--- src/rtl/irq_rr_arbiter_if.sv ---
// irq_rr_arbiter_if: request, mask and service handshake bundle between peripherals/core and the arbiter
interface irq_rr_arbiter_if #(parameter int N = 16);
    logic [N-1:0] irq_src_i;
    logic [N-1:0] edge_mode_i;
    logic [N-1:0] mie_i;
    logic         ready_i;
    logic         irq_ret_i;
    logic         irq_o;
    logic [31:0]  irq_cause_o;
    logic [N-1:0] irq_ret_o;
    logic [N-1:0] pending_o;
    logic         busy_o;
    modport slave (
        input  irq_src_i, edge_mode_i, mie_i, ready_i, irq_ret_i,
        output irq_o, irq_cause_o, irq_ret_o, pending_o, busy_o
    );
    modport master (
        output irq_src_i, edge_mode_i, mie_i, ready_i, irq_ret_i,
        input  irq_o, irq_cause_o, irq_ret_o, pending_o, busy_o
    );
endinterface

--- src/rtl/irq_rr_arbiter.sv ---
// irq_rr_arbiter: round-robin interrupt arbiter with edge/level capture and grant/return handshake
module irq_rr_arbiter #(
    parameter int          N          = 16,
    parameter logic [31:0] CAUSE_BASE = 32'h8000_0010
) (
    input logic                clk_i,
    input logic                rst_ni,
    irq_rr_arbiter_if.slave    bus
);
    localparam int PW = $clog2(N);
    typedef enum logic {IDLE, SERVICE} state_t;
    state_t          state_q;
    logic [N-1:0]    src_q, pend_q, pend_d, rise, elig, sel_oh;
    logic [PW-1:0]   ptr_q, idx_q, sel;
    logic            found, grant;
    assign rise  = bus.irq_src_i & ~src_q & bus.edge_mode_i;
    assign elig  = (pend_q | (bus.irq_src_i & ~bus.edge_mode_i)) & bus.mie_i;
    assign grant = (state_q == IDLE) & bus.ready_i & found;
    assign sel_oh = N'(1) << sel;
    // First eligible source at or above the pointer, wrapping past N-1
    always_comb begin
        int j;
        found = 1'b0;
        sel   = '0;
        j     = 0;
        for (int k = 0; k < N; k++) begin
            j = int'(ptr_q) + k;
            j = (j >= N) ? j - N : j;
            if (!found && elig[j]) begin
                found = 1'b1;
                sel   = PW'(j);
            end
        end
    end
    // A rise on the source being granted re-arms its pending bit
    assign pend_d = (pend_q & ~(grant ? sel_oh : '0)) | rise;
    always_ff @(posedge clk_i or negedge rst_ni) begin
        if (!rst_ni) begin
            state_q         <= IDLE;
            ptr_q           <= '0;
            idx_q           <= '0;
            src_q           <= '0;
            pend_q          <= '0;
            bus.irq_o       <= 1'b0;
            bus.irq_cause_o <= '0;
            bus.irq_ret_o   <= '0;
        end else begin
            src_q         <= bus.irq_src_i;
            pend_q        <= pend_d;
            bus.irq_o     <= 1'b0;
            bus.irq_ret_o <= '0;
            if (state_q == IDLE && grant) begin
                bus.irq_o       <= 1'b1;
                bus.irq_cause_o <= CAUSE_BASE + 32'(sel);
                idx_q           <= sel;
                state_q         <= SERVICE;
            end else if (state_q == SERVICE && bus.irq_ret_i) begin
                bus.irq_ret_o <= N'(1) << idx_q;
                ptr_q         <= (idx_q == PW'(N - 1)) ? '0 : idx_q + 1'b1;
                state_q       <= IDLE;
            end
        end
    end
    assign bus.pending_o = pend_q;
    assign bus.busy_o    = (state_q == SERVICE);
endmodule

--- src/flat_wrapper.sv ---
// flat-port wrapper written by rule: the top's interface ports become plain ports
module irq_rr_arbiter_flat 
#(
    parameter int          N          = 16,
    parameter logic [31:0] CAUSE_BASE = 32'h8000_0010
)
  (clk_i, rst_ni, bus_irq_src_i, bus_edge_mode_i, bus_mie_i, bus_ready_i, bus_irq_ret_i, bus_irq_o, bus_irq_cause_o, bus_irq_ret_o, bus_pending_o, bus_busy_o);
  irq_rr_arbiter_if #(.N(N)) bus_i ();
  input logic clk_i;
  input logic rst_ni;
  input wire logic [$bits(bus_i.irq_src_i)-1:0] bus_irq_src_i;
  input wire logic [$bits(bus_i.edge_mode_i)-1:0] bus_edge_mode_i;
  input wire logic [$bits(bus_i.mie_i)-1:0] bus_mie_i;
  input wire logic [$bits(bus_i.ready_i)-1:0] bus_ready_i;
  input wire logic [$bits(bus_i.irq_ret_i)-1:0] bus_irq_ret_i;
  output wire logic [$bits(bus_i.irq_o)-1:0] bus_irq_o;
  output wire logic [$bits(bus_i.irq_cause_o)-1:0] bus_irq_cause_o;
  output wire logic [$bits(bus_i.irq_ret_o)-1:0] bus_irq_ret_o;
  output wire logic [$bits(bus_i.pending_o)-1:0] bus_pending_o;
  output wire logic [$bits(bus_i.busy_o)-1:0] bus_busy_o;
  assign bus_i.irq_src_i = bus_irq_src_i;
  assign bus_i.edge_mode_i = bus_edge_mode_i;
  assign bus_i.mie_i = bus_mie_i;
  assign bus_i.ready_i = bus_ready_i;
  assign bus_i.irq_ret_i = bus_irq_ret_i;
  assign bus_irq_o = bus_i.irq_o;
  assign bus_irq_cause_o = bus_i.irq_cause_o;
  assign bus_irq_ret_o = bus_i.irq_ret_o;
  assign bus_pending_o = bus_i.pending_o;
  assign bus_busy_o = bus_i.busy_o;
  irq_rr_arbiter #(.N(N), .CAUSE_BASE(CAUSE_BASE)) u_core (.clk_i(clk_i), .rst_ni(rst_ni), .bus(bus_i));
endmodule
--- config.mk ---
export PLATFORM = sky130hd
export DESIGN_NAME = irq_rr_arbiter_flat
export DESIGN_NICKNAME = d
export VERILOG_FILES = /design/src/rtl/irq_rr_arbiter_if.sv /design/src/rtl/irq_rr_arbiter.sv /design/src/flat_wrapper.sv
export SDC_FILE = /design/constraint.sdc
export NUM_CORES = 1
export LEC_CHECK = 0
export ABC_AREA = 1
export CAP_MARGIN = 20
export CORE_MARGIN = 8
export CORE_UTILIZATION = 55
export CTS_CLUSTER_SIZE = 14
export DETAILED_ROUTE_END_ITERATION = 12
export HOLD_SLACK_MARGIN = 0.06
export PLACE_DENSITY = 0.88
export SYNTH_ARGS = -nofsm -noshare
export SYNTH_HDL_FRONTEND = slang
export SYNTH_SLANG_ARGS = --single-unit
--- constraint.sdc ---
create_clock -name clk_i -period 9.8 [get_ports clk_i]
set_input_delay 1.96 -clock clk_i [delete_from_list [all_inputs] [get_ports clk_i]]
set_output_delay 1.96 -clock clk_i [all_outputs]
set_load 0.01 [all_outputs]
After elaboration in Yosys (flattened, before gate mapping)
Cells that the tools add are included.
{"block": "totals", "regBits": 90, "input_bits": 52}
{"block": "op_classes", "add_sub_neg": 33, "n_lt_le_gt_ge": 32, "n_eq_ne": 1, "shifts": 2, "mux": 103, "n_bitwise": 14, "reduce_logical": 34}
{"cell": "32-bit by 6-bit less-than comparator with 1-bit output (second input constant)", "count": 16}
{"cell": "32-bit two-way mux", "count": 16}
{"cell": "32-bit by 6-bit greater-or-equal comparator with 1-bit output (second input constant)", "count": 15}
{"cell": "32-bit by 6-bit subtractor with 32-bit output (second input constant)", "count": 15}
{"cell": "16-bit bitwise AND", "count": 5}
{"cell": "4-bit two-way mux", "count": 17}
{"cell": "1-bit binary-select mux with 4-bit select", "count": 16}
{"cell": "1-bit two-way mux", "count": 51}
{"cell": "16-bit two-way mux", "count": 3}
{"cell": "16-bit NOT", "count": 3}
{"cell": "4-bit by 4-bit adder with 5-bit output (second input constant)", "count": 8}
{"cell": "32-bit by 4-bit adder with 32-bit output (first input constant)", "count": 1}
{"cell": "16-bit OR", "count": 2}
{"cell": "1-bit by 4-bit left shift with 16-bit output (first input constant)", "count": 2}
{"cell": "4-bit by 3-bit adder with 5-bit output (second input constant)", "count": 4}
{"cell": "1-bit logical AND", "count": 17}
{"cell": "1-bit logical NOT", "count": 15}
{"cell": "4-bit by 2-bit adder with 5-bit output (second input constant)", "count": 2}
{"cell": "4-bit by 5-bit subtractor with 6-bit output (second input constant)", "count": 1}
{"cell": "4-bit by 1-bit adder with 5-bit output (second input constant)", "count": 1}
{"cell": "4-bit by 5-bit greater-or-equal comparator with 1-bit output (second input constant)", "count": 1}
{"cell": "4-bit by 1-bit adder with 4-bit output (second input constant)", "count": 1}
{"cell": "4-bit == test (second input constant)", "count": 1}
{"cell": "1-bit bitwise AND", "count": 2}
{"cell": "3 further kinds", "count": 4}

Logic depth before layout (Yosys ltp)
Gate-level depths: netlist of run 1.
{"block": "logic_depth", "word_depth": 58, "depth_mapped": 28}

Worst setup path after synthesis of run 1
No wires, ideal clock.
{"block": "synth_path", "kind": "input to register", "start": "input bus_irq_src_i[8]", "end": "register u_core.pend_q[12], in the netlist u_core.bus.pending_o[12]", "setup_ns": 0.117, "arrival_time_ns": 4.154, "required_ns": 9.683, "setup_slack_ns": 5.530, "stages": 26, "n_path_buf": 1, "cell_sequence": "inv_1 > o21ai_0 > nand3_1 > nand3_1 > nand3_1 > nand3_1 > nand2_1 > buf_2 > nand2_1 > nand2_1 > nand2_1 > nand2_1 > nor2_1 > nand3_1 > nor2_1 > nand3_1 > nor2_1 > nand3_1 > nor2_1 > nand3_1 > nor2_1 > nand2_1 > nor2_1 > nand2_1 > nand2_1 > nand2_1"}
{"block": "synth_between", "elab_chain_len": 57, "elab_cells_between_ends": 119, "cone_classes": "1 x shift; 81 x mux; 7 x bitwise; 30 x reduce/logical"}
{"element": "start: declaration", "line_no": "flat_wrapper.sv:11", "rtl": "input wire logic [$bits(bus_i.irq_src_i)-1:0] bus_irq_src_i;"}
{"element": "16-bit bitwise AND *", "line_no": "irq_rr_arbiter.sv:17", "rtl": "assign elig = (pend_q | (bus.irq_src_i & ~bus.edge_mode_i)) & bus.mie_i;"}
{"element": "16-bit OR *", "line_no": "irq_rr_arbiter.sv:17"}
{"element": "16-bit bitwise AND *", "line_no": "irq_rr_arbiter.sv:17"}
{"element": "1-bit binary-select mux with 4-bit select", "line_no": "irq_rr_arbiter.sv:29", "rtl": "if (!found && elig[j]) begin"}
{"element": "1-bit two-way mux (not written as such) (2 in a row)", "line_no": "irq_rr_arbiter.sv:29"}
{"element": "1-bit two-way mux", "line_no": "irq_rr_arbiter.sv:29"}
{"element": "1-bit logical NOT", "line_no": "irq_rr_arbiter.sv:29"}
{"element": "1-bit logical AND", "line_no": "irq_rr_arbiter.sv:29"}
{"element": "[... 41 more ...]"}
{"element": "1-bit logical AND", "line_no": "irq_rr_arbiter.sv:29"}
{"element": "4-bit two-way mux / 1-bit two-way mux (equally long branches)", "line_no": "irq_rr_arbiter.sv:29"}
{"element": "1-bit by 4-bit left shift with 16-bit output / 1-bit bitwise AND (equally long branches)", "line_no": "irq_rr_arbiter.sv:19, irq_rr_arbiter.sv:18"}
{"element": "16-bit two-way mux *", "line_no": "irq_rr_arbiter.sv:36", "rtl": "assign pend_d = (pend_q & ~(grant ? sel_oh : '0)) | rise;"}
{"element": "16-bit NOT *", "line_no": "irq_rr_arbiter.sv:36"}
{"element": "16-bit bitwise AND *", "line_no": "irq_rr_arbiter.sv:36"}
{"element": "16-bit OR *", "line_no": "irq_rr_arbiter.sv:36"}
{"element": "via u_core.pend_d[12]", "line_no": "irq_rr_arbiter.sv:13", "rtl": "logic [N-1:0] src_q, pend_q, pend_d, rise, elig, sel_oh;"}
{"element": "end signal: assignment", "line_no": "irq_rr_arbiter.sv:49", "rtl": "pend_q <= pend_d;"}
{"element": "end: declaration", "line_no": "irq_rr_arbiter.sv:13"}
Mark *: on every way through the listed nets, which the timed path passes. The rest lies on a longest branch. The select of a mux whose other input is x is not followed.
A chain may end at the register's enable or synchronous reset.

Worst setup path in the final report of run 1
{"block": "layout_path", "start": "input bus_edge_mode_i[5]", "end": "register u_core.pend_q[13], in the netlist u_core.bus.pending_o[13]"}
{"block": "layout_between", "elab_chain_len": 58, "elab_cells_between_ends": 120, "cone_classes": "1 x shift; 81 x mux; 8 x bitwise; 30 x reduce/logical"}
{"element": "start: declaration", "line_no": "flat_wrapper.sv:12", "rtl": "input wire logic [$bits(bus_i.edge_mode_i)-1:0] bus_edge_mode_i;"}
{"element": "16-bit NOT *", "line_no": "irq_rr_arbiter.sv:17"}
{"element": "16-bit bitwise AND *", "line_no": "irq_rr_arbiter.sv:17"}
{"element": "16-bit OR *", "line_no": "irq_rr_arbiter.sv:17"}
{"element": "16-bit bitwise AND *", "line_no": "irq_rr_arbiter.sv:17"}
{"element": "1-bit binary-select mux with 4-bit select", "line_no": "irq_rr_arbiter.sv:29"}
{"element": "1-bit two-way mux (not written as such) (2 in a row)", "line_no": "irq_rr_arbiter.sv:29"}
{"element": "1-bit two-way mux", "line_no": "irq_rr_arbiter.sv:29"}
{"element": "1-bit logical NOT", "line_no": "irq_rr_arbiter.sv:29"}
{"element": "[... 42 more ...]"}
{"element": "1-bit logical AND", "line_no": "irq_rr_arbiter.sv:29"}
{"element": "4-bit two-way mux / 1-bit two-way mux (equally long branches)", "line_no": "irq_rr_arbiter.sv:29"}
{"element": "1-bit by 4-bit left shift with 16-bit output / 1-bit bitwise AND (equally long branches)", "line_no": "irq_rr_arbiter.sv:19, irq_rr_arbiter.sv:18"}
{"element": "16-bit two-way mux *", "line_no": "irq_rr_arbiter.sv:36"}
{"element": "16-bit NOT *", "line_no": "irq_rr_arbiter.sv:36"}
{"element": "16-bit bitwise AND *", "line_no": "irq_rr_arbiter.sv:36"}
{"element": "16-bit OR *", "line_no": "irq_rr_arbiter.sv:36"}
{"element": "via u_core.pend_d[13]", "line_no": "irq_rr_arbiter.sv:13"}
Marks and branches as above.

==> impl_metrics.json, run 1 <==
{
  "ys.warnings.count": 0,
  "syn_avg_cell_area_sq_um": 6.72,
  "ys.flop_type": "dfrtp_1",
  "holdBufCountCts": 0,
  "grt_first_pass_wirelength_microns": 24400,
  "path_clk_slew_ns": 0.08,
  "multiInputGateArea_sq_um": 2820,
  "drive_above_1_share": 0.0836,
  "fin_setup_tns_ns": 0,
  "die-area_sq_um": 12100,
  "post-route-min-period_ns": 5.39,
  "reg2reg_slack_ns": 4.78,
  "first_iter_violations": 576,
  "outcome": "finished, final reports clean",
  "syn_area_sq_um": 4840,
  "grt_max_degree": 60,
  "coreArea_sq_um": 8640,
  "finalSetupViolCount": 0,
  "rsz0062_at_grt": "false",
  "cts_resized": 0,
  "first_pass_iters": 6,
  "start_util": 0.561,
  "holdCritPathClass": "reg2reg",
  "crit_required_ns": 10.04,
  "slew_violations": 0,
  "seq_area_sq_um": 1480,
  "ys_seq_area_frac": 0.305,
  "path_cells": "clkdlybuf4s50_1 -> inv_1 -> nand2_1 -> nand2_1 -> nand3_1 -> nand3_1 -> nand3_1 -> nand3_1 -> nand2_1 -> nand3_4 -> nor2_4 -> nand4_4 -> nor3_2 -> nand4_1 -> nor2_2 -> nand4_1 -> nor2_1 -> a21oi_2 -> nor2_1 -> nand2_1 -> nand2_1 -> nand2_1",
  "rows": 34,
  "track_usage": 0.259,
  "vias": 5218,
  "critPathKind": "in2reg",
  "gp_congestion": 0.962,
  "wirelength_microns": 15700,
  "cts_inserted_buffers": 9,
  "timing.rr.end": "u_core.bus.pending_o[13]",
  "synth_edf_count": 0,
  "cts_tree": "built",
  "cts.sinks": 59,
  "diodes": 0,
  "whs_ns": 0.495,
  "fin_ws_ns": 4.41,
  "detail_route.wl_per_cell_microns": 17.0,
  "areaGrowthSynthToFinish_pct": 21.7,
  "hold_viol": 0,
  "worstReg2RegStart": "u_core.ptr_q[0]",
  "cts-root-buf": "clkbuf_8",
  "hold_depth": 2,
  "cts_max_level": 3,
  "drcViolationCount": 0,
  "dieHeight_microns": 110,
  "fin_crit_sh": 0.550,
  "grt-ovfl-total": 0,
  "pre_cts_ws_ns": 4.18,
  "dieWidth_microns": 110,
  "post-dp-hpwl_microns": 12100,
  "cap_violations": 0,
  "ys_ff_latch": 59,
  "crit_path_top_delay_cell": "clkdlybuf4s50_1",
  "cts_setup_buffers": 0,
  "yosysTopAreaCell": "dfrtp_1",
  "ys_types": 44,
  "ioPinCount": 118,
  "yosys-top-cells-area": "dfrtp_1, nand2_1, nand3_1",
  "crit_fanout": 12,
  "io_buffers": 91,
  "finalClockSkew_ns": 0.0125,
  "reg2reg_depth": 21,
  "cp_common_cell": "nand2_1",
  "cp-end-kind": "flip-flop",
  "nets": 873,
  "cp_data_arrival_time_ns": 5.63,
  "max_freq_mhz": 186,
  "holdPathEnd": "u_core.bus.pending_o[13]",
  "grt_pass1_vias": 4951,
  "hold_start": "u_core.src_q[13]",
  "fillerInstances": 734,
  "tightestPinTransition_ns": 0.789,
  "ant_nets": 0,
  "via_per_inst": 5.67,
  "synthCells": 721,
  "slew_headroom": 0.474,
  "crit_start": "bus_edge_mode_i[5]",
  "postSynth.asyncResetShare": 1.00,
  "antenna_found_initial": 0,
  "synth.top_cell.area_share": 0.305,
  "clkLatencyLatePin_ns": 0.34,
  "start_kind": "primary input",
  "clock_path_buffers": 2,
  "worst_path_largest_cell_delay_ns": 0.49
}
[cells in the final DEF (no fill, tap or decap), types with 13 or more instances in the layout]
cell | Yosys | layout
clkdlybuf4s50_1 | 0 | 90
conb_1 | 1 | 26
dfrtp_1 | 59 | 59
ha_1 | 13 | 13
inv_1 | 76 | 76
nand2_1 | 196 | 196
nand3_1 | 144 | 144
nand4_1 | 19 | 19
nor2_1 | 55 | 55
[stage by stage]
stage | std cells | utilization | area (sq um)
floorplan | 746 | - | 4940
global placement | 905 | 0.661 | 5710
detailed placement | 905 | 0.661 | 5710
CTS | 921 | 0.682 | 5890
global route | 921 | 0.682 | 5890
finish | 921 | 0.682 | 5890
[per-layer routing]
layer  GRT usage  wire length (microns)
met2       0.417                   7090
met1       0.332                   6340
met5           0                      0
met3      0.0551                   1850
met4       0.100                    370
[synth_stat cells (2+ instances only)]
| cell type | instances |
|---|---|
| a21oi_1 | 2 |
| buf_1 | 2 |
| buf_2 | 7 |
| buf_4 | 30 |
| clkbuf_1 | 3 |
| clkinv_1 | 5 |
| dfrtp_1 | 59 |
| ha_1 | 13 |
| inv_1 | 76 |
| inv_2 | 12 |
| nand2_1 | 196 |
| nand2_2 | 6 |
| nand2_4 | 2 |
| nand3_1 | 144 |
| nand3_2 | 2 |
| nand3b_1 | 12 |
| nand4_1 | 19 |
| nand4_2 | 3 |
| nand4_4 | 2 |
| nor2_1 | 55 |
| nor2_2 | 4 |
| nor2_4 | 4 |
| nor3_1 | 5 |
| nor4_1 | 12 |
| o21a_1 | 4 |
| o21ai_0 | 12 |
| o21ai_1 | 5 |
| o21ai_2 | 3 |
| o22ai_1 | 3 |
| xor2_1 | 3 |
| xor2_2 | 3 |
[state kept, by name, summed over array words and instances, names as in the netlist]
register	cells
u_core.src_q	16
u_core.bus.pending_o	16
u_core.bus.busy_o	1
u_core.bus.irq_ret_o	16
u_core.ptr_q	4
u_core.idx_q	3
u_core.bus.irq_o	1
u_core.bus.irq_cause_o	2
[worst max-delay path by stage]
stage                                to  slack [ns]  depth (start not counted)
6_report       u_core.bus.pending_o[13]        4.41                         22
5_1_grt        u_core.bus.pending_o[13]        4.16                         26
4_1_cts        u_core.bus.pending_o[13]        4.52                         22
3_5_place_dp   u_core.bus.pending_o[13]        4.18                         22
3_3_place_gp   u_core.bus.pending_o[10]        4.31                         26
2_1_floorplan  u_core.bus.pending_o[12]        5.53                         26
[kinds of logic (layout without fill, tap and decap cells)]
kind of cell,count (synthesis),after routing,synth area share
compound gates,33,33,0.0434
simple gates,470,470,0.464
xor+xnor,8,8,0.0207
fa+ha+maj,13,13,0.0336
flops,59,59,0.305
buf+inv,137,204,0.133
other cells,1,26,0.000774
[worst max-delay path: cells and delay by family]
family	cells	cell delay, ns
AOI/OAI and AO/OA	1	0.11
buffers and inverters	2	0.54
and+or+nand+nor	19	3.02
[final cells by class]
type                    instances  area share
clock buffers                   9      0.0210
inverters                      94      0.0601
multi-input cells             550       0.478
clock inverters                 7     0.00977
repair buffers                 94       0.158
well taps                     108      0.0229
flip-flops and latches         59       0.251
Power of run 1 is not shown: default switching activity piles up to over one toggle a cycle in this logic, so the estimate is an artifact.
==> run 2: changes to the inputs <==
--- a/config.mk
+++ b/config.mk
@@ -8,11 +8,11 @@
 export ABC_AREA = 1
 export CAP_MARGIN = 20
 export CORE_MARGIN = 8
-export CORE_UTILIZATION = 55
+export CORE_UTILIZATION = 51
 export CTS_CLUSTER_SIZE = 14
 export DETAILED_ROUTE_END_ITERATION = 12
 export HOLD_SLACK_MARGIN = 0.06
-export PLACE_DENSITY = 0.88
+export PLACE_DENSITY = 0.82
 export SYNTH_ARGS = -nofsm -noshare
 export SYNTH_HDL_FRONTEND = slang
 export SYNTH_SLANG_ARGS = --single-unit
==> constraint.sdc (replaced) <==
create_clock -name clk_i -period 5.5 [get_ports clk_i]
set_input_delay 1.1 -clock clk_i [delete_from_list [all_inputs] [get_ports clk_i]]
set_output_delay 1.1 -clock clk_i [all_outputs]
set_load 0.01 [all_outputs]
==> run 2 against run 1 <==
Against the previous run: clock skew is 0.0034 ns higher; highest routed layer unchanged; clock-buffer cell count stayed put; first-iteration DRC count is 12% higher.
==> impl_metrics.json, run 2 (synthesized netlist as in run 1, its figures left out) <==
{
  "outcome": "finished, final reports clean",
  "antenna_found_initial": 0,
  "post-route-min-period_ns": 4.60,
  "seq_area_sq_um": 1480,
  "final_cell_mix": "nand2_1, nand3_1, clkdlybuf4s50_1",
  "first_iter_violations": 644,
  "die-area_sq_um": 12900,
  "cts_setup_buffers": 0,
  "gp_congestion": 0.984,
  "cp-end-kind": "flip-flop",
  "clock_path_buffers": 2,
  "cts_resized": 0,
  "areaGrowthSynthToFinish_pct": 24.0,
  "cp_data_arrival_time_ns": 4.84,
  "layout_commonest_cell": "nand2_1",
  "diodes": 0,
  "cts_inserted_buffers": 9,
  "reg2reg_depth": 22,
  "max_freq_mhz": 217,
  "crit_required_ns": 5.74,
  "ioPinCount": 118,
  "cts_tree": "built",
  "fin_setup_tns_ns": 0,
  "drcViolationCount": 0,
  "grt_max_degree": 60,
  "grt_pass1_vias": 4973,
  "holdBufCountCts": 0,
  "crit_fanout": 12,
  "multiInputGateArea_sq_um": 2820,
  "holdCritPathClass": "reg2reg",
  "dieHeight_microns": 113,
  "track_usage": 0.247,
  "rows": 35,
  "clkLatencyLatePin_ns": 0.34,
  "nets": 879,
  "cts_max_level": 3,
  "cap_violations": 0,
  "via_per_inst": 5.52,
  "tightestPinTransition_ns": 0.739,
  "fin_crit_sh": 0.837,
  "rsz0062_at_grt": "false",
  "finalClockSkew_ns": 0.0160,
  "drive_above_1_share": 0.0904,
  "path_clk_slew_ns": 0.07,
  "start_util": 0.524,
  "wirelength_microns": 16300,
  "coreArea_sq_um": 9240,
  "start_kind": "primary input",
  "hold_depth": 2,
  "post-dp-hpwl_microns": 12700,
  "finalSetupViolCount": 0,
  "slew_violations": 0,
  "fillerInstances": 823,
  "hold_viol": 0,
  "grt-ovfl-total": 0,
  "vias": 5236,
  "io_buffers": 91,
  "critPathKind": "in2reg",
  "grt_first_pass_wirelength_microns": 25300,
  "ant_nets": 0,
  "first_pass_iters": 8,
  "slew_headroom": 0.508,
  "cts.sinks": 59,
  "cts-root-buf": "clkbuf_8",
  "detail_route.wl_per_cell_microns": 17.2,
  "dieWidth_microns": 113
}
-- run 2: cell types whose count changed in the layout (fill, tap and decap cells not counted) --
cell	change
inv_8	-1
clkinv_4	+1
bufinv_16	+2
clkinvlp_4	-1
inv_6	-1
buf_4	+6
-- run 2: layout make-up --
cell class / instances / share of cell area
inverters: 94 / 0.0590
clock buffers: 9 / 0.0206
clock inverters: 7 / 0.0165
repair buffers: 100 / 0.162
well taps: 129 / 0.0269
flip-flops and latches: 59 / 0.246
multi-input cells: 550 / 0.469
-- run 2: path summary, 6_finish.rpt --
kind                                           end  slack [ns]               from
max in group asynchronous  u_core.bus.irq_ret_o[3]        4.10             rst_ni
hold reg to reg            u_core.bus.pending_o[1]        0.49    u_core.src_q[1]
setup / recovery           u_core.bus.pending_o[5]        0.90  bus_irq_src_i[13]
min in group asynchronous          u_core.src_q[3]        0.90             rst_ni
hold / removal             u_core.bus.pending_o[1]        0.49    u_core.src_q[1]
setup reg to reg           u_core.bus.pending_o[5]        1.24    u_core.ptr_q[2]
-- run 2: critical path, stage by stage --
cell and delay (ns):
clkdlybuf4s50_1 0.50, nand2_1 0.06, nand2_1 0.14, nand3_1 0.15, nand3_1 0.16, nand3_1 0.14, nand3_1 0.13, nand2_1 0.29
nand2_1 0.25, nand2_1 0.07, nand2_1 0.06, nand2_1 0.05, nor2_1 0.13, nand3_1 0.10, nor2_1 0.11, nand3_1 0.08
nor2_1 0.12, nand3_1 0.08, nor2_1 0.11, nand3_1 0.09, nor2_1 0.26, nand2_1 0.13, nor2_1 0.26, nand2_1 0.13
nand2_1 0.08, nand2_1 0.05
-- run 2: through the flow --
step / cells / area [sq um] / util / worst slack (ns) / hold slack, ns
floorplan: 746 / 4940 / - / 1.92 / 0.462
global placement: 932 / 5780 / 0.626 / 0.648 / 0.470
detailed placement: 932 / 5780 / 0.626 / 0.699 / 0.482
CTS: 948 / 6000 / 0.650 / 1.05 / 0.498
global route: 948 / 6000 / 0.650 / 0.597 / 0.510
finish: 948 / 6000 / 0.650 / 0.897 / 0.494
-- run 2: layer usage --
| metal | share of wire | vias up | wire, microns | track usage |
|---|---|---|---|---|
| li1 | - | 2485 | - | - |
| met1 | 0.42 | 2402 | 6760 | 0.321 |
| met2 | 0.44 | 325 | 7190 | 0.390 |
| met3 | 0.13 | 24 | 2050 | 0.0777 |
| met4 | 0.016 | 0 | 266 | 0.0622 |
| met5 | 0 | - | 0 | 0 |
Power of run 2 is left out for the same reason.
